===== config.mk =====
export PLATFORM = sky130hd
export DESIGN_NAME = sdrc_wb_tgen
export DESIGN_NICKNAME = d
export VERILOG_FILES = /design/src/rtl/sdrc_tgen_pkg.sv /design/src/rtl/sdrc_tgen_lfsr.sv /design/src/rtl/sdrc_wb_tgen.sv
export SDC_FILE = /design/constraint.sdc
export NUM_CORES = 1
export LEC_CHECK = 0
export BUFFER_PORTS_ARGS = -buffer_cell sky130_fd_sc_hd__buf_4
export CAP_MARGIN = 20
export CORE_MARGIN = 2
export CORE_UTILIZATION = 56
export DETAILED_ROUTE_END_ITERATION = 8
export PLACE_DENSITY = 0.81
export SYNTH_ARGS = -nofsm -noshare
export SYNTH_HDL_FRONTEND = slang
export SYNTH_SLANG_ARGS = --single-unit

===== constraint.sdc =====
create_clock -name wb_clk_i -period 5.3 [get_ports wb_clk_i]
set_input_delay 0.795 -clock wb_clk_i [delete_from_list [all_inputs] [get_ports wb_clk_i]]
set_output_delay 0.795 -clock wb_clk_i [all_outputs]
set_load 0.005 [all_outputs]

===== src/rtl/sdrc_tgen_pkg.sv =====
// sdrc_tgen_pkg: shared FSM states, Wishbone CTI codes and LFSR step for the traffic generator
package sdrc_tgen_pkg;
   typedef enum logic [2:0] {IDLE, WR_BURST, WR_GAP, RD_BURST, RD_GAP, DONE} state_t;
   localparam logic [2:0] CTI_CLASSIC = 3'b000;
   localparam logic [2:0] CTI_INCR = 3'b010;
   localparam logic [2:0] CTI_EOB = 3'b111;
   localparam logic [31:0] LFSR_POLY = 32'h8020_0003;
   function automatic logic [31:0] lfsr_next(input logic [31:0] v);
      return v[0] ? ((v >> 1) ^ LFSR_POLY) : (v >> 1);
   endfunction
endpackage


===== src/rtl/sdrc_tgen_lfsr.sv =====
// sdrc_tgen_lfsr: seeded 32-bit Galois LFSR, replicated and truncated to APP_DW
// Ports: clk, rst (sync, active-high), load (reseed), step (advance one state), dat (pattern word)
module sdrc_tgen_lfsr
   import sdrc_tgen_pkg::*;
#(
   parameter int APP_DW = 32,
   parameter logic [31:0] SEED = 32'hACE1_0001
) (
   input  logic              clk,
   input  logic              rst,
   input  logic              load,
   input  logic              step,
   output logic [APP_DW-1:0] dat
);
   localparam int REP = (APP_DW + 31) / 32;
   logic [31:0] val;
   logic [REP*32-1:0] rep;
   always_ff @(posedge clk)
      if (rst || load) val <= SEED;
      else if (step) val <= lfsr_next(val);
   assign rep = {REP{val}};
   assign dat = rep[APP_DW-1:0];
endmodule


===== src/rtl/sdrc_wb_tgen.sv =====
// sdrc_wb_tgen: Wishbone burst traffic generator/checker writing and reading back an LFSR pattern
// Ports: wb_clk_i/wb_rst_i clock and sync reset; start/mode/base_addr/num_words/burst_len job setup;
//        wb_* Wishbone master; busy/done/pass/timeout/err_cnt/first_err_addr job status
module sdrc_wb_tgen
   import sdrc_tgen_pkg::*;
#(
   parameter int APP_AW = 26,
   parameter int APP_DW = 32,
   parameter int BL_W = 8,
   parameter logic [31:0] SEED = 32'hACE1_0001,
   parameter int TIMEOUT = 1024
) (
   input  logic                wb_clk_i,
   input  logic                wb_rst_i,
   input  logic                start,
   input  logic [1:0]          mode,
   input  logic [APP_AW-1:0]   base_addr,
   input  logic [23:0]         num_words,
   input  logic [BL_W-1:0]     burst_len,
   output logic                wb_cyc_o,
   output logic                wb_stb_o,
   output logic                wb_we_o,
   output logic [APP_AW-1:0]   wb_addr_o,
   output logic [APP_DW-1:0]   wb_dat_o,
   output logic [APP_DW/8-1:0] wb_sel_o,
   output logic [2:0]          wb_cti_o,
   input  logic                wb_ack_i,
   input  logic [APP_DW-1:0]   wb_dat_i,
   output logic                busy,
   output logic                done,
   output logic                pass,
   output logic                timeout,
   output logic [15:0]         err_cnt,
   output logic [APP_AW-1:0]   first_err_addr
);
   localparam int SW = APP_DW / 8;
   localparam int TW = $clog2(TIMEOUT + 1);
   state_t state, state_n;
   logic [APP_AW-1:0] addr, base_q;
   logic [23:0] rem, nw_q, src_rem;
   logic [BL_W-1:0] bcnt, bl_q, bl_src, blen;
   logic [1:0] mode_q;
   logic [2:0] cti;
   logic [TW-1:0] wdog;
   logic [APP_DW-1:0] pat;
   logic stb, acc, to_hit, go, rd_start, new_burst;
   assign stb = state == WR_BURST || state == RD_BURST;
   assign acc = stb & wb_ack_i;
   assign to_hit = stb & ~wb_ack_i & (wdog == TW'(TIMEOUT - 1));
   assign go = (state == IDLE || state == DONE) & start;
   // WR_GAP with nothing left means the write phase is over and reads begin
   assign rd_start = state == WR_GAP && rem == 24'd0;
   assign src_rem = go ? num_words : rd_start ? nw_q : rem;
   assign bl_src = go ? (burst_len == '0 ? BL_W'(1) : burst_len) : bl_q;
   assign blen = src_rem < 24'(bl_src) ? src_rem[BL_W-1:0] : bl_src;
   assign new_burst = (state_n == WR_BURST || state_n == RD_BURST) && !stb;
   always_comb begin
      state_n = state;
      case (state)
         IDLE, DONE: if (start) state_n = num_words == 24'd0 ? DONE : mode == 2'b10 ? RD_BURST : WR_BURST;
         WR_BURST: if (to_hit) state_n = DONE;
            else if (acc && bcnt == BL_W'(1)) state_n = rem == 24'd1 && mode_q == 2'b01 ? DONE : WR_GAP;
         WR_GAP: state_n = rem == 24'd0 ? RD_BURST : WR_BURST;
         RD_BURST: if (to_hit) state_n = DONE;
            else if (acc && bcnt == BL_W'(1)) state_n = rem == 24'd1 ? DONE : RD_GAP;
         RD_GAP: state_n = RD_BURST;
         default: state_n = IDLE;
      endcase
   end
   always_ff @(posedge wb_clk_i)
      if (wb_rst_i) begin
         state <= IDLE;
         addr <= '0;
         base_q <= '0;
         nw_q <= '0;
         bl_q <= '0;
         mode_q <= '0;
         rem <= '0;
         bcnt <= '0;
         cti <= CTI_CLASSIC;
         wdog <= '0;
         err_cnt <= '0;
         first_err_addr <= '0;
         timeout <= 1'b0;
      end else begin
         state <= state_n;
         wdog <= stb & ~wb_ack_i ? wdog + 1'b1 : '0;
         if (go) begin
            base_q <= base_addr;
            nw_q <= num_words;
            bl_q <= bl_src;
            mode_q <= mode;
            err_cnt <= '0;
            first_err_addr <= '0;
            timeout <= 1'b0;
         end
         if (to_hit) timeout <= 1'b1;
         if (new_burst) begin
            bcnt <= blen;
            rem <= src_rem;
            cti <= blen == BL_W'(1) ? CTI_CLASSIC : CTI_INCR;
            if (go) addr <= base_addr;
            else if (rd_start) addr <= base_q;
         end else if (acc) begin
            addr <= addr + APP_AW'(SW);
            rem <= rem - 24'd1;
            bcnt <= bcnt - BL_W'(1);
            cti <= bcnt == BL_W'(2) ? CTI_EOB : CTI_INCR;
         end
         if (acc && state == RD_BURST && wb_dat_i != pat) begin
            err_cnt <= err_cnt == 16'hFFFF ? err_cnt : err_cnt + 16'd1;
            if (err_cnt == 16'd0) first_err_addr <= addr;
         end
      end
   sdrc_tgen_lfsr #(.APP_DW(APP_DW), .SEED(SEED)) u_lfsr (
      .clk(wb_clk_i),
      .rst(wb_rst_i),
      .load(go | rd_start),
      .step(acc),
      .dat(pat)
   );
   assign wb_cyc_o = stb;
   assign wb_stb_o = stb;
   assign wb_we_o = state == WR_BURST;
   assign wb_addr_o = addr;
   assign wb_dat_o = wb_we_o ? pat : '0;
   assign wb_sel_o = {SW{stb}};
   assign wb_cti_o = stb ? cti : CTI_CLASSIC;
   assign busy = state != IDLE && state != DONE;
   assign done = state == DONE;
   assign pass = done & ~timeout & (err_cnt == 16'd0);
endmodule


# Word level (Yosys, flattened, before mapping)
# Index checks and enable logic that the tools add are counted.
op_classes:
  magnitude_cmp: 1
  n_mux: 39
  eq_ne: 19
  bitwise: 11
  n_addsub: 5
  reduce_logical: 25
ops:
  columns: ["op", "count"]
  rows:
  - ["$mux 26", 7]
  - ["$mux 24", 4]
  - ["$mux 32", 2]
  - ["$logic_not 24->1", 2]
  - ["$mux 16", 3]
  - ["$mux 8", 5]
  - ["$mux 3", 11]
  - ["$ne 32x32->1", 1]
  - ["$add 26x3->26 const B", 1]
  - ["$eq 24x1->1 const B", 1]
  - ["$lt 24x8->1", 1]
  - ["$sub 24x1->24 const B", 1]
  - ["$add 16x1->16 const B", 1]
  - ["$eq 16x16->1 const B", 1]
  - ["$eq 8x1->1 const B", 2]
  - ["$logic_not 16->1", 1]
  - ["$pmux 3 s5", 1]
  - ["$add 11x1->11 const B", 1]
  - ["$eq 11x10->1 const B", 1]
  - ["$eq 3x2->1 const B", 3]
  - ["$eq 8x2->1 const B", 1]
  - ["$logic_not 8->1", 1]
  - ["$sub 8x1->8 const B", 1]
  - ["$logic_and 1x1->1", 7]
  - ["19 further kinds", 40]
word_totals:
  register_bits: 210
  out_inout_bits: 114

# Longest topological paths before layout
# Gate-level depths: netlist of run 1.
depth:
  ltp_word: 12
  depth_mapped: 18
  depth_no_buf: 15

# By module
# A second synthesis of run 1 with hierarchy kept.
hier_totals:
  hier_cells: 1332
  hier_area_um2: 10647.7
by_module_without_submodules:
  columns: ["mod", "cells_each", "area_per_inst_um2", "seq_area_each_um2", "instances"]
  rows:
  - ["sdrc_wb_tgen", 1224, 9472.8, 3543.4, 1]
  - ["sdrc_tgen_lfsr", 108, 1174.9, 640.6, 1]

# Worst setup path before layout of run 1
# OpenSTA, ideal clock, no wires.
synth_timing:
  kind: "register to register"
  start: "register rem[12]"
  end: "register cti[1]"
  setup_slack_ps: 1147
  arrival_time_ps: 4033
  synth_period_minus_slack_ps: 4153
  n_path_buf: 4
  stages_incl_launch_ff: 17
  cell_sequence: "dfxtp_1 clkbuf_1 or4_1 nor4_1 and4_1 buf_2 buf_4 a21oi_1 o21ai_1 ha_1 a211o_1 a221oi_1 o21ai_0 a211oi_1 nand4b_2 buf_2 o31a_1"
synth_between:
  elab_chain_len: 10
synth_lines:
  columns: ["element", "line_no", "rtl"]
  rows:
  - ["start, declared", "sdrc_wb_tgen.sv:40", "logic [23:0] rem, nw_q, src_rem;"]
  - ["start signal, assigned", "sdrc_wb_tgen.sv:100", "rem <= src_rem;"]
  - ["start signal, assigned", "sdrc_wb_tgen.sv:106", "rem <= rem - 24'd1;"]
  - ["parallel branches: the longest is 10 deep, another holds $lt 24x8->1", null, null]
  - ["end signal, assigned", "sdrc_wb_tgen.sv:101", "cti <= blen == BL_W'(1) ? CTI_CLASSIC : CTI_INCR;"]
  - ["end signal, assigned", "sdrc_wb_tgen.sv:108", "cti <= bcnt == BL_W'(2) ? CTI_EOB : CTI_INCR;"]
  - ["end, declared", "sdrc_wb_tgen.sv:43", "logic [2:0] cti;"]
# Parallel ways; which one is timed is not known.
# A chain may end at the register's enable or synchronous reset.

# Worst setup path in the final report of run 1
layout_timing:
  start: "register rem[12]"
  end: "register bcnt[3]"
layout_between:
  elab_chain_len: 10
layout_lines:
  columns: ["element", "line_no", "rtl"]
  rows:
  - ["parallel branches: the longest is 10 deep, another holds $lt 24x8->1", null, null]
  - ["end signal, assigned", "sdrc_wb_tgen.sv:99", "bcnt <= blen;"]
  - ["end signal, assigned", "sdrc_wb_tgen.sv:107", "bcnt <= bcnt - BL_W'(1);"]
  - ["end, declared", "sdrc_wb_tgen.sv:41", "logic [BL_W-1:0] bcnt, bl_q, bl_src, blen;"]
# Parallel ways; which one is timed is not known.

==> results.sh, run 1 <==
export IMPL_die_w_um=141.0
export IMPL_synthFlopType="dfxtp_1"
export IMPL_io_pins=210
export IMPL_multi_input_area_um2=5902
export IMPL_fin_skew_ns=0.01708
export IMPL_crit_buf_inv=0
export IMPL_rsz0062_at_grt="false"
export IMPL_start_util_pct=56.53
export IMPL_max_freq_mhz=208.0
export IMPL_clk_latency_ns=0.51
export IMPL_setup_worst_path_end_class="flip-flop"
export IMPL_drtAntennaViolNets=0
export IMPL_grt_pass1_vias=9485
export IMPL_status="finished clean"
export IMPL_hpwl_um=20720
export IMPL_via_per_inst=5.833
export IMPL_post_drt_wl_per_cell_um=16.58
export IMPL_wl_um=29230
export IMPL_synth_area_per_cell_um2=7.712
export IMPL_critical_path_required_ns=5.69
export IMPL_die_h_um=141.0
export IMPL_stdcell_count=1763
export IMPL_gp_congestion=0.8848
export IMPL_drive_above_1_share_pct=18.25
export IMPL_fin_nets=1625
export IMPL_async_flop_share_pct=0
export IMPL_grt_pass1_wl_um=47800
export IMPL_worst_hold_slack_ns=0.4557
export IMPL_slew_headroom_pct=30.23
export IMPL_cts_inserted_buffers=23
export IMPL_fin_setup_tns_ns=0
export IMPL_min_period_over_period_pct=90.72
export IMPL_ys_seq_area_share_pct=39.83
export IMPL_swShare_pct=29.22
export IMPL_worst_ir_drop_vdd_mv=0.2557
export IMPL_crit_type="reg2reg"
export IMPL_netSwitchingPower_mw=1.243
export IMPL_cp_start_kind="flip-flop"
export IMPL_grt_max_degree=75
export IMPL_path_cells="or4_1, nor4_1, and4_2, a21oi_1, o21ai_0, ha_1, a21oi_1, nand2_1, a221oi_1, o21ai_0, a211oi_1, nand4b_2, a311o_1"
export IMPL_synthToLayoutAreaGrowth_pct=22.42
export IMPL_critical_path_slowest_cell="or4_1"
export IMPL_rows=50
export IMPL_clock_sinks=209
export IMPL_core_area_um2=18580
export IMPL_critPathTopFamily="simple AND/OR/NAND/NOR gates"
export IMPL_power_frac_clock_pct=38.1
export IMPL_firstDrtPassIters=5
export IMPL_p_leak_nw=5.277
export IMPL_clock_path_buffers=3
export IMPL_dr_first_iter_drc_count=795
export IMPL_synthCells=1362
export IMPL_cts_tree="yes"
export IMPL_seq_power_share_pct=41.9
export IMPL_p_int_mw=3.012
export IMPL_regArea_um2=4184
export IMPL_hold_violations=0
export IMPL_slowest_delay_ns=0.63
export IMPL_root_buffer="clkbuf_16"
export IMPL_synth_area_um2=10500
export IMPL_vias=10280
export IMPL_worst_pin_slew_ns=1.044
export IMPL_cap_viol_max_count=0
export IMPL_post_synth_num_cell_types=64
export IMPL_antenna_found_initial=0
export IMPL_drc_errors=0
export IMPL_grt_overflow=0
export IMPL_final_setup_viol_count=0
export IMPL_die_area_um2=19870
export IMPL_finalMaxSlewViolations=0
export IMPL_fillCellCount=1529
export IMPL_grt_use_total_pct=28.83
export IMPL_synth_nets=1475
export IMPL_dp_cells=1721
export IMPL_h_tree_depth=1
export IMPL_diodes=0
export IMPL_synth_edff_count=0
export IMPL_yosysWarnings=0
export IMPL_pwr_share_comb_pct=20.0
export IMPL_powerDensity_nw_per_um2=331.0
export IMPL_cp_arrival_ns=5.20
export IMPL_clk_transition_reported_paths_ns=0.06
export IMPL_synth_seq_cells=209
export IMPL_worstPathMaxFanout=17
export IMPL_hold_path_class="reg2reg"
export IMPL_min_period_ns=4.808
export IMPL_io_buffers=209
export IMPL_postCtsHoldBufs=0
-- Yosys cell counts (5+ instances only) --
cell type    n  area share [%]
nand2_1    211             7.5
dfxtp_1    209              40
nor2_1     190             6.8
a21oi_1    149             7.1
clkbuf_1    74             2.6
o21ai_0     51             2.4
and3_1      49             2.9
xnor2_1     46             3.8
mux2i_1     38             3.6
nor3_1      38             1.8
nand3_1     32             1.5
nand4_1     25             1.5
nor4_1      23             1.4
xor2_1      21             1.8
ha_1        17             2.0
a211oi_1    14             1.0
inv_1       11            0.39
and2_1       9            0.54
buf_2        9            0.43
a22oi_1      8            0.57
a31oi_1      8            0.48
nand3b_1     8            0.57
buf_4        7            0.50
or3_1        7            0.42
buf_1        6            0.21
nor2b_1      6            0.36
nor3b_1      6            0.43
or4_1        6            0.43
a221oi_1     5            0.42
and4_1       5            0.42
nand2b_1     5            0.30
o211ai_1     5            0.36
-- state kept, by name, summed over array words and instances (netlist names) --
| name | flops |
|---|---|
| err_cnt | 16 |
| wb_addr_o | 26 |
| rem | 24 |
| first_err_addr | 26 |
| bl_q | 8 |
| mode_q | 2 |
| cti | 2 |
| nw_q | 24 |
| timeout | 1 |
| u_lfsr.dat | 32 |
| bcnt | 8 |
| state | 3 |
| wdog | 11 |
| base_q | 26 |
-- path summary, 6_finish.rpt --
path / from / end / slack [ns] / cells after the start
worst max-delay path: rem[12] / bcnt[3] / 0.49 / 13
worst min register to register: nw_q[16] / nw_q[16] / 0.46 / 2
worst min-delay path: nw_q[16] / nw_q[16] / 0.46 / 2
worst max register to register: rem[12] / bcnt[3] / 0.49 / 13
-- worst register-to-register path: cells and delay by family, from the launching register on --
family,cells,cell delay (ns)
and+or+nand+nor,5,2.17
AOI/OAI and AO/OA,7,1.80
DFF,1,0.38
adders and majority gates,1,0.35
-- power groups by stage --
stage,Sequential [mW],Clock (mW),Combinational [mW]
final,1.78,1.62,0.850
after global routing,1.79,1.71,0.941
after CTS,1.78,1.64,0.841
after detailed placement,1.81,0,0.836
after global placement,1.81,0,0.821
after floorplan,1.78,0,0.582
-- logic make-up (layout without fill, tap and decap cells) --
group / count (synthesis) / count (layout) / synth area share, %
fa+ha+maj: 17 / 17 / 2.025
buf+inv: 109 / 276 / 4.324
flops: 209 / 209 / 39.83
xor+xnor: 67 / 67 / 5.587
mux: 41 / 41 / 3.943
simple gates: 634 / 634 / 28.25
compound gates: 285 / 285 / 16.03
-- area by class of cell --
type                       instances  share of cell area [%]
clock buffer                      32                   4.972
clock inverter                    10                   1.002
inverter                          12                  0.3503
multi-input combinational       1044                   45.90
sequential                       209                   32.54
tap                              234                   2.277
timing repair buffer             222                   12.96
-- placed cells by master (no fill, tap or decap), types with 23 or more instances in the layout --
cell type,n
a21oi_1,149
and3_1,49
buf_4,222
clkbuf_16,23
dfxtp_1,209
mux2i_1,38
nand2_1,209
nand3_1,32
nand4_1,25
nor2_1,190
nor3_1,38
nor4_1,23
o21ai_0,51
xnor2_1,46
-- routing by layer --
layer | up-vias | part of all wire, % | track usage [%]
met1 | 4820 | 43 | 38.83
met2 | 366 | 48 | 48.24
li1 | 5060 | - | -
met4 | 0 | 1.8 | 8.000
met3 | 38 | 7.2 | 4.654
met5 | - | 0 | 0
-- through the flow --
stage / total power, mW / area, um^2 / util, % / setup slack (ns)
after CTS: 4.262 / 12860 / 69.20 / 0.4498
after floorplan: 2.358 / 10500 / - / 1.147
after detailed placement: 2.649 / 12090 / 65.06 / 0.4785
final: 4.256 / 12860 / 69.21 / 0.4920
after global placement: 2.630 / 12090 / 65.06 / 0.7042
after global routing: 4.446 / 12860 / 69.21 / 0.07920
-- what timing repair did --
item	in CTS	in global routing
resized for setup	0	1
endpoints found under the setup margin	0	8
setup buffers	0	0
Note: power is estimated with default switching activity, not from simulation.
==> run 2: changes to the inputs <==
--- a/config.mk
+++ b/config.mk
@@ -6,11 +6,10 @@
 export NUM_CORES = 1
 export LEC_CHECK = 0
 export BUFFER_PORTS_ARGS = -buffer_cell sky130_fd_sc_hd__buf_4
-export CAP_MARGIN = 20
+export CAP_MARGIN = 10
 export CORE_MARGIN = 2
-export CORE_UTILIZATION = 56
+export CORE_UTILIZATION = 30
 export DETAILED_ROUTE_END_ITERATION = 8
-export PLACE_DENSITY = 0.81
 export SYNTH_ARGS = -nofsm -noshare
 export SYNTH_HDL_FRONTEND = slang
 export SYNTH_SLANG_ARGS = --single-unit
==> run 2 against run 1 <==
Via count fell by 2.0%; worst setup slack improved by 0.13 ns; clock power grew 9%; largest cell class unchanged; largest power group unchanged.
==> results.sh, run 2 (same netlist as run 1, synthesis figures left out) <==
export IMPL_status="finished clean"
export IMPL_r2r_setup_slack_ns=0.62
export IMPL_clock_sinks=209
export IMPL_postCtsSetupBuffers=0
export IMPL_min_delay_start="wdog[0]"
export IMPL_powerDensity_nw_per_um2=332.2
export IMPL_via_per_inst=5.063
export IMPL_cts_tree="yes"
export IMPL_grt_pass1_vias=9778
export IMPL_fin_setup_tns_ns=0
export IMPL_critical_path_slowest_cell="or4_1"
export IMPL_worst_ir_drop_vdd_mv=0.2408
export IMPL_slew_headroom_pct=25.37
export IMPL_critical_path_required_ns=5.71
export IMPL_synthToLayoutAreaGrowth_pct=25.93
export IMPL_grt_overflow=0
export IMPL_io_pins=210
export IMPL_hold_path_class="reg2reg"
export IMPL_die_w_um=191.1
export IMPL_setup_worst_path_end_class="flip-flop"
export IMPL_ctsResizeCount=0
export IMPL_rsz0062_at_grt="false"
export IMPL_crit_type="reg2reg"
export IMPL_clk_latency_ns=0.53
export IMPL_cts_inserted_buffers=26
export IMPL_vias=10080
export IMPL_grt_pass1_wl_um=50870
export IMPL_worstPathMaxFanout=17
export IMPL_min_period_over_period_pct=88.24
export IMPL_dr_first_iter_drc_count=533
export IMPL_hpwl_um=22680
export IMPL_fin_ws_ns=0.6234
export IMPL_fin_skew_ns=0.01288
export IMPL_grt_use_total_pct=17.03
export IMPL_stdcell_count=1990
export IMPL_reg2reg_from="rem[12]"
export IMPL_h_tree_depth=1
export IMPL_cap_viol_max_count=0
export IMPL_largest_reg_flops=32
export IMPL_cp_arrival_ns=5.08
export IMPL_crit_buf_inv=0
export IMPL_max_freq_mhz=213.8
export IMPL_post_drt_wl_per_cell_um=16.14
export IMPL_final_setup_viol_count=0
export IMPL_antenna_found_initial=2
export IMPL_wl_um=32120
export IMPL_gp_congestion=0.8653
export IMPL_drtAntennaViolNets=0
export IMPL_setup_worst_path_start="rem[12]"
export IMPL_final_cell_mix="223 x buf_4, 209 x nand2_1, 209 x dfxtp_1"
export IMPL_die_area_um2=36520
export IMPL_cp_start_kind="flip-flop"
export IMPL_critPathTopFamily="simple AND/OR/NAND/NOR gates"
export IMPL_start_util_pct=30.41
export IMPL_die_h_um=191.1
export IMPL_diodes=0
export IMPL_path_cells="or4_1, nor4_1, and4_1, a21oi_1, o21ai_0, ha_1, a21oi_1, nand2_1, a221oi_1, o21ai_0, a211oi_1, nand4b_2, a311o_1"
export IMPL_drive_above_1_share_pct=18.31
export IMPL_dp_slack_ns=0.7276
export IMPL_utilization_pct=38.29
export IMPL_dp_cells=1943
export IMPL_hold_violations=0
export IMPL_grt_max_degree=63
export IMPL_min_period_ns=4.677
export IMPL_clk_transition_reported_paths_ns=0.06
export IMPL_postCtsHoldBufs=0
export IMPL_final_common_cell="buf_4"
export IMPL_io_buffers=209
export IMPL_firstDrtPassIters=4
export IMPL_worst_pin_slew_ns=1.115
export IMPL_slowest_delay_ns=0.61
export IMPL_core_area_um2=34540
export IMPL_rows=68
export IMPL_fillCellCount=3650
export IMPL_root_buffer="clkbuf_16"
export IMPL_worst_hold_slack_ns=0.4489
export IMPL_drc_errors=0
export IMPL_clock_path_buffers=3
export IMPL_finalMaxSlewViolations=0
export IMPL_p_leak_nw=5.312
export IMPL_fin_nets=1629
[run 2: worst paths after layout]
kind / endpoint / cells past startpoint
max: bcnt[3] / 13
min reg2reg: wdog[0] / 1
max reg2reg: bcnt[3] / 13
min: wdog[0] / 1
[run 2: metrics by stage]
step | total power [mW] | cell area [um^2]
finish | 4.394 | 13230
global route | 4.620 | 13230
CTS | 4.446 | 13230
detailed placement | 2.667 | 12370
global placement | 2.654 | 12370
floorplan | 2.358 | 10500
[run 2: metal layers]
metal	share of wire, %	wire [um]	track usage, %
met1	45	14400	21.79
met2	47	14990	29.07
met4	2.6	824	4.734
met5	0.090	29	0
met3	5.8	1873	3.341
[run 2: area by class of cell]
type / instances / area (um^2) / area share, %
Tap cell: 455 / 569.3 / 4.304
Sequential cell: 209 / 4184 / 31.63
Clock inverter: 7 / 90.09 / 0.6810
Multi-Input combinational cell: 1044 / 5901 / 44.61
Inverter: 12 / 45.04 / 0.3405
Timing Repair Buffer: 223 / 1674 / 12.66
Clock buffer: 40 / 764.5 / 5.779
[run 2: report_power, final]
| group | internal (mW) | leakage [nW] | switching [mW] |
|---|---|---|---|
| logic | 0.352 | 3.20 | 0.498 |
| registers | 1.67 | 1.70 | 0.108 |
| clock network | 1.08 | 0.412 | 0.678 |
| total | 3.11 | 5.31 | 1.28 |
[run 2: worst register-to-register path, cell delays in order, from the launching register on]
cell and delay [ns]:
dfxtp_1 0.38, or4_1 0.61, nor4_1 0.43, and4_1 0.51, a21oi_1 0.12, o21ai_0 0.37, ha_1 0.34, a21oi_1 0.15
nand2_1 0.07, a221oi_1 0.25, o21ai_0 0.14, a211oi_1 0.28, nand4b_2 0.43, a311o_1 0.46
==> run 3: changes to the inputs <==
--- a/config.mk
+++ b/config.mk
@@ -10,6 +10,7 @@
 export CORE_MARGIN = 2
 export CORE_UTILIZATION = 30
 export DETAILED_ROUTE_END_ITERATION = 8
+export RECOVER_POWER = 50
 export SYNTH_ARGS = -nofsm -noshare
 export SYNTH_HDL_FRONTEND = slang
 export SYNTH_SLANG_ARGS = --single-unit
==> run 3 against run 2 <==
Critical endpoint unchanged; the run now ends with max-capacitance violations, max-slew violations left; fmax shrank 0.27%; first-iteration DRC count grew 1.9%; global-route usage stayed put; worst setup slack lost 0.013 ns; critical path type unchanged.
==> results.sh, run 3 (same netlist as run 1, synthesis figures left out) <==
export IMPL_hold_depth=1
export IMPL_io_pins=210
export IMPL_grt_use_total_pct=17.03
export IMPL_rsz0062_at_grt="false"
export IMPL_fin_skew_ns=0.01347
export IMPL_die_h_um=191.1
export IMPL_worst_ir_drop_vdd_mv=0.2413
export IMPL_p_int_mw=3.106
export IMPL_dr_first_iter_drc_count=543
export IMPL_netSwitchingPower_mw=1.282
export IMPL_drive_above_1_share_pct=17.46
export IMPL_rows=68
export IMPL_multi_input_area_um2=5893
export IMPL_clock_path_buffers=3
export IMPL_hpwl_um=22680
export IMPL_pwr_share_comb_pct=19.2
export IMPL_diodes=0
export IMPL_vias=10070
export IMPL_r2r_cells=13
export IMPL_crit_type="reg2reg"
export IMPL_start_util_pct=30.41
export IMPL_h_tree_depth=1
export IMPL_grt_pass1_wl_um=50870
export IMPL_io_buffers=209
export IMPL_fin_ws_ns=0.6108
export IMPL_worstPathMaxFanout=17
export IMPL_drtAntennaViolNets=0
export IMPL_clk_transition_reported_paths_ns=0.06
export IMPL_cts_tree="yes"
export IMPL_r2r_setup_slack_ns=0.61
export IMPL_root_buffer="clkbuf_16"
export IMPL_critPathTopFamily="simple AND/OR/NAND/NOR gates"
export IMPL_power_frac_clock_pct=40.1
export IMPL_cp_start_kind="flip-flop"
export IMPL_clk_latency_ns=0.53
export IMPL_path_cells="or4_1, nor4_1, and4_1, a21oi_1, o21ai_0, ha_1, a21oi_1, nand2_1, a221oi_1, o21ai_0, a211oi_1, nand4b_2, a311o_1"
export IMPL_antenna_found_initial=2
export IMPL_slew_headroom_pct=-44.48
export IMPL_post_drt_wl_per_cell_um=16.11
export IMPL_clock_sinks=209
export IMPL_dp_cells=1943
export IMPL_critical_path_slowest_cell="or4_1"
export IMPL_die_w_um=191.1
export IMPL_core_area_um2=34540
export IMPL_finalPower_mw=4.387
export IMPL_min_period_ns=4.689
export IMPL_grt_max_degree=63
export IMPL_grt_overflow=0
export IMPL_postCtsHoldBufs=0
export IMPL_stdcell_count=1990
export IMPL_drc_errors=0
export IMPL_r2r_end="bcnt[3]"
export IMPL_cts_inserted_buffers=26
export IMPL_final_cell_mix="211 x nand2_1, 209 x dfxtp_1, 190 x nor2_1"
export IMPL_powerDensity_nw_per_um2=332.8
export IMPL_p_leak_nw=5.227
export IMPL_firstDrtPassIters=5
export IMPL_fin_setup_tns_ns=0
export IMPL_fillCellCount=3659
export IMPL_failed_checks="max-capacitance violations, max-slew violations"
export IMPL_final_common_cell="nand2_1"
export IMPL_critical_path_required_ns=5.70
export IMPL_crit_buf_inv=0
export IMPL_worst_pin_slew_ns=2.167
export IMPL_max_freq_mhz=213.3
export IMPL_cp_arrival_ns=5.09
export IMPL_seq_power_share_pct=40.6
export IMPL_swShare_pct=29.21
export IMPL_reg2reg_from="rem[12]"
export IMPL_dp_slack_ns=0.7276
export IMPL_grt_pass1_vias=9778
export IMPL_slowest_delay_ns=0.62
export IMPL_min_delay_start="wdog[0]"
export IMPL_regArea_um2=4184
export IMPL_fin_nets=1629
export IMPL_synthToLayoutAreaGrowth_pct=25.50
export IMPL_largest_reg_flops=32
export IMPL_setup_worst_path_end_class="flip-flop"
export IMPL_hold_violations=0
export IMPL_min_period_over_period_pct=88.47
export IMPL_cap_viol_max_count=1
export IMPL_hold_path_class="reg2reg"
export IMPL_wl_um=32060
export IMPL_final_setup_viol_count=0
export IMPL_die_area_um2=36520
export IMPL_postCtsSetupBuffers=0
export IMPL_gp_congestion=0.8653
export IMPL_ctsResizeCount=0
export IMPL_finalMaxSlewViolations=46
export IMPL_via_per_inst=5.061
export IMPL_holdPathEnd="wdog[0]"
export IMPL_status="complete, but fails checks"
[run 3: changes by cell type in the layout (fill, tap and decap cells not counted), moves of 2 or more]
cell	delta
nand2_2	-2
clkbuf_4	+76
nand2_1	+2
and2_0	+2
clkbuf_1	+10
buf_4	-86
[run 3: final cells by class]
| cell class | instances | area share [%] |
|---|---|---|
| Timing Repair Buffer | 223 | 12.41 |
| Clock inverter | 7 | 0.6834 |
| Inverter | 12 | 0.3417 |
| Clock buffer | 40 | 5.799 |
| Sequential cell | 209 | 31.74 |
| Tap cell | 455 | 4.319 |
| Multi-Input combinational cell | 1044 | 44.70 |
[run 3: how the worst max path moves through the flow]
| stage | from | endpoint | slack (ns) | cells after the start |
|---|---|---|---|---|
| after floorplan | rem[12] | cti[1] | 1.15 | 16 |
| after global placement | rem[12] | bcnt[2] | 0.80 | 13 |
| after detailed placement | rem[12] | bcnt[3] | 0.73 | 13 |
| after CTS | rem[12] | bcnt[3] | 0.70 | 13 |
| after global routing | state[0] | err_cnt[5] | 0.08 | 7 |
| final | rem[12] | bcnt[3] | 0.61 | 13 |
[run 3: power groups by stage]
stage | sequential [mW] | combinational (mW) | clock (mW)
floorplan | 1.78 | 0.582 | 0
finish | 1.78 | 0.844 | 1.76
global placement | 1.81 | 0.843 | 0
global route | 1.80 | 0.950 | 1.87
CTS | 1.78 | 0.855 | 1.81
detailed placement | 1.82 | 0.851 | 0
[run 3: per-stage QoR]
| stage | instance area, um^2 | utilization, % | hold slack, ns |
|---|---|---|---|
| after detailed placement | 12370 | 35.82 | 0.4434 |
| after global routing | 13180 | 38.16 | 0.4737 |
| after floorplan | 10500 | - | 0.4175 |
| after CTS | 13230 | 38.29 | 0.4510 |
| final | 13180 | 38.16 | 0.4485 |
| after global placement | 12370 | 35.82 | 0.4297 |
[run 3: per-layer routing]
layer	track usage [%]	routed length (um)	vias up
met5	0	27	-
met4	4.734	824	4
met3	3.341	1924	59
met2	29.07	14820	266
met1	21.79	14460	4671
li1	-	-	5071
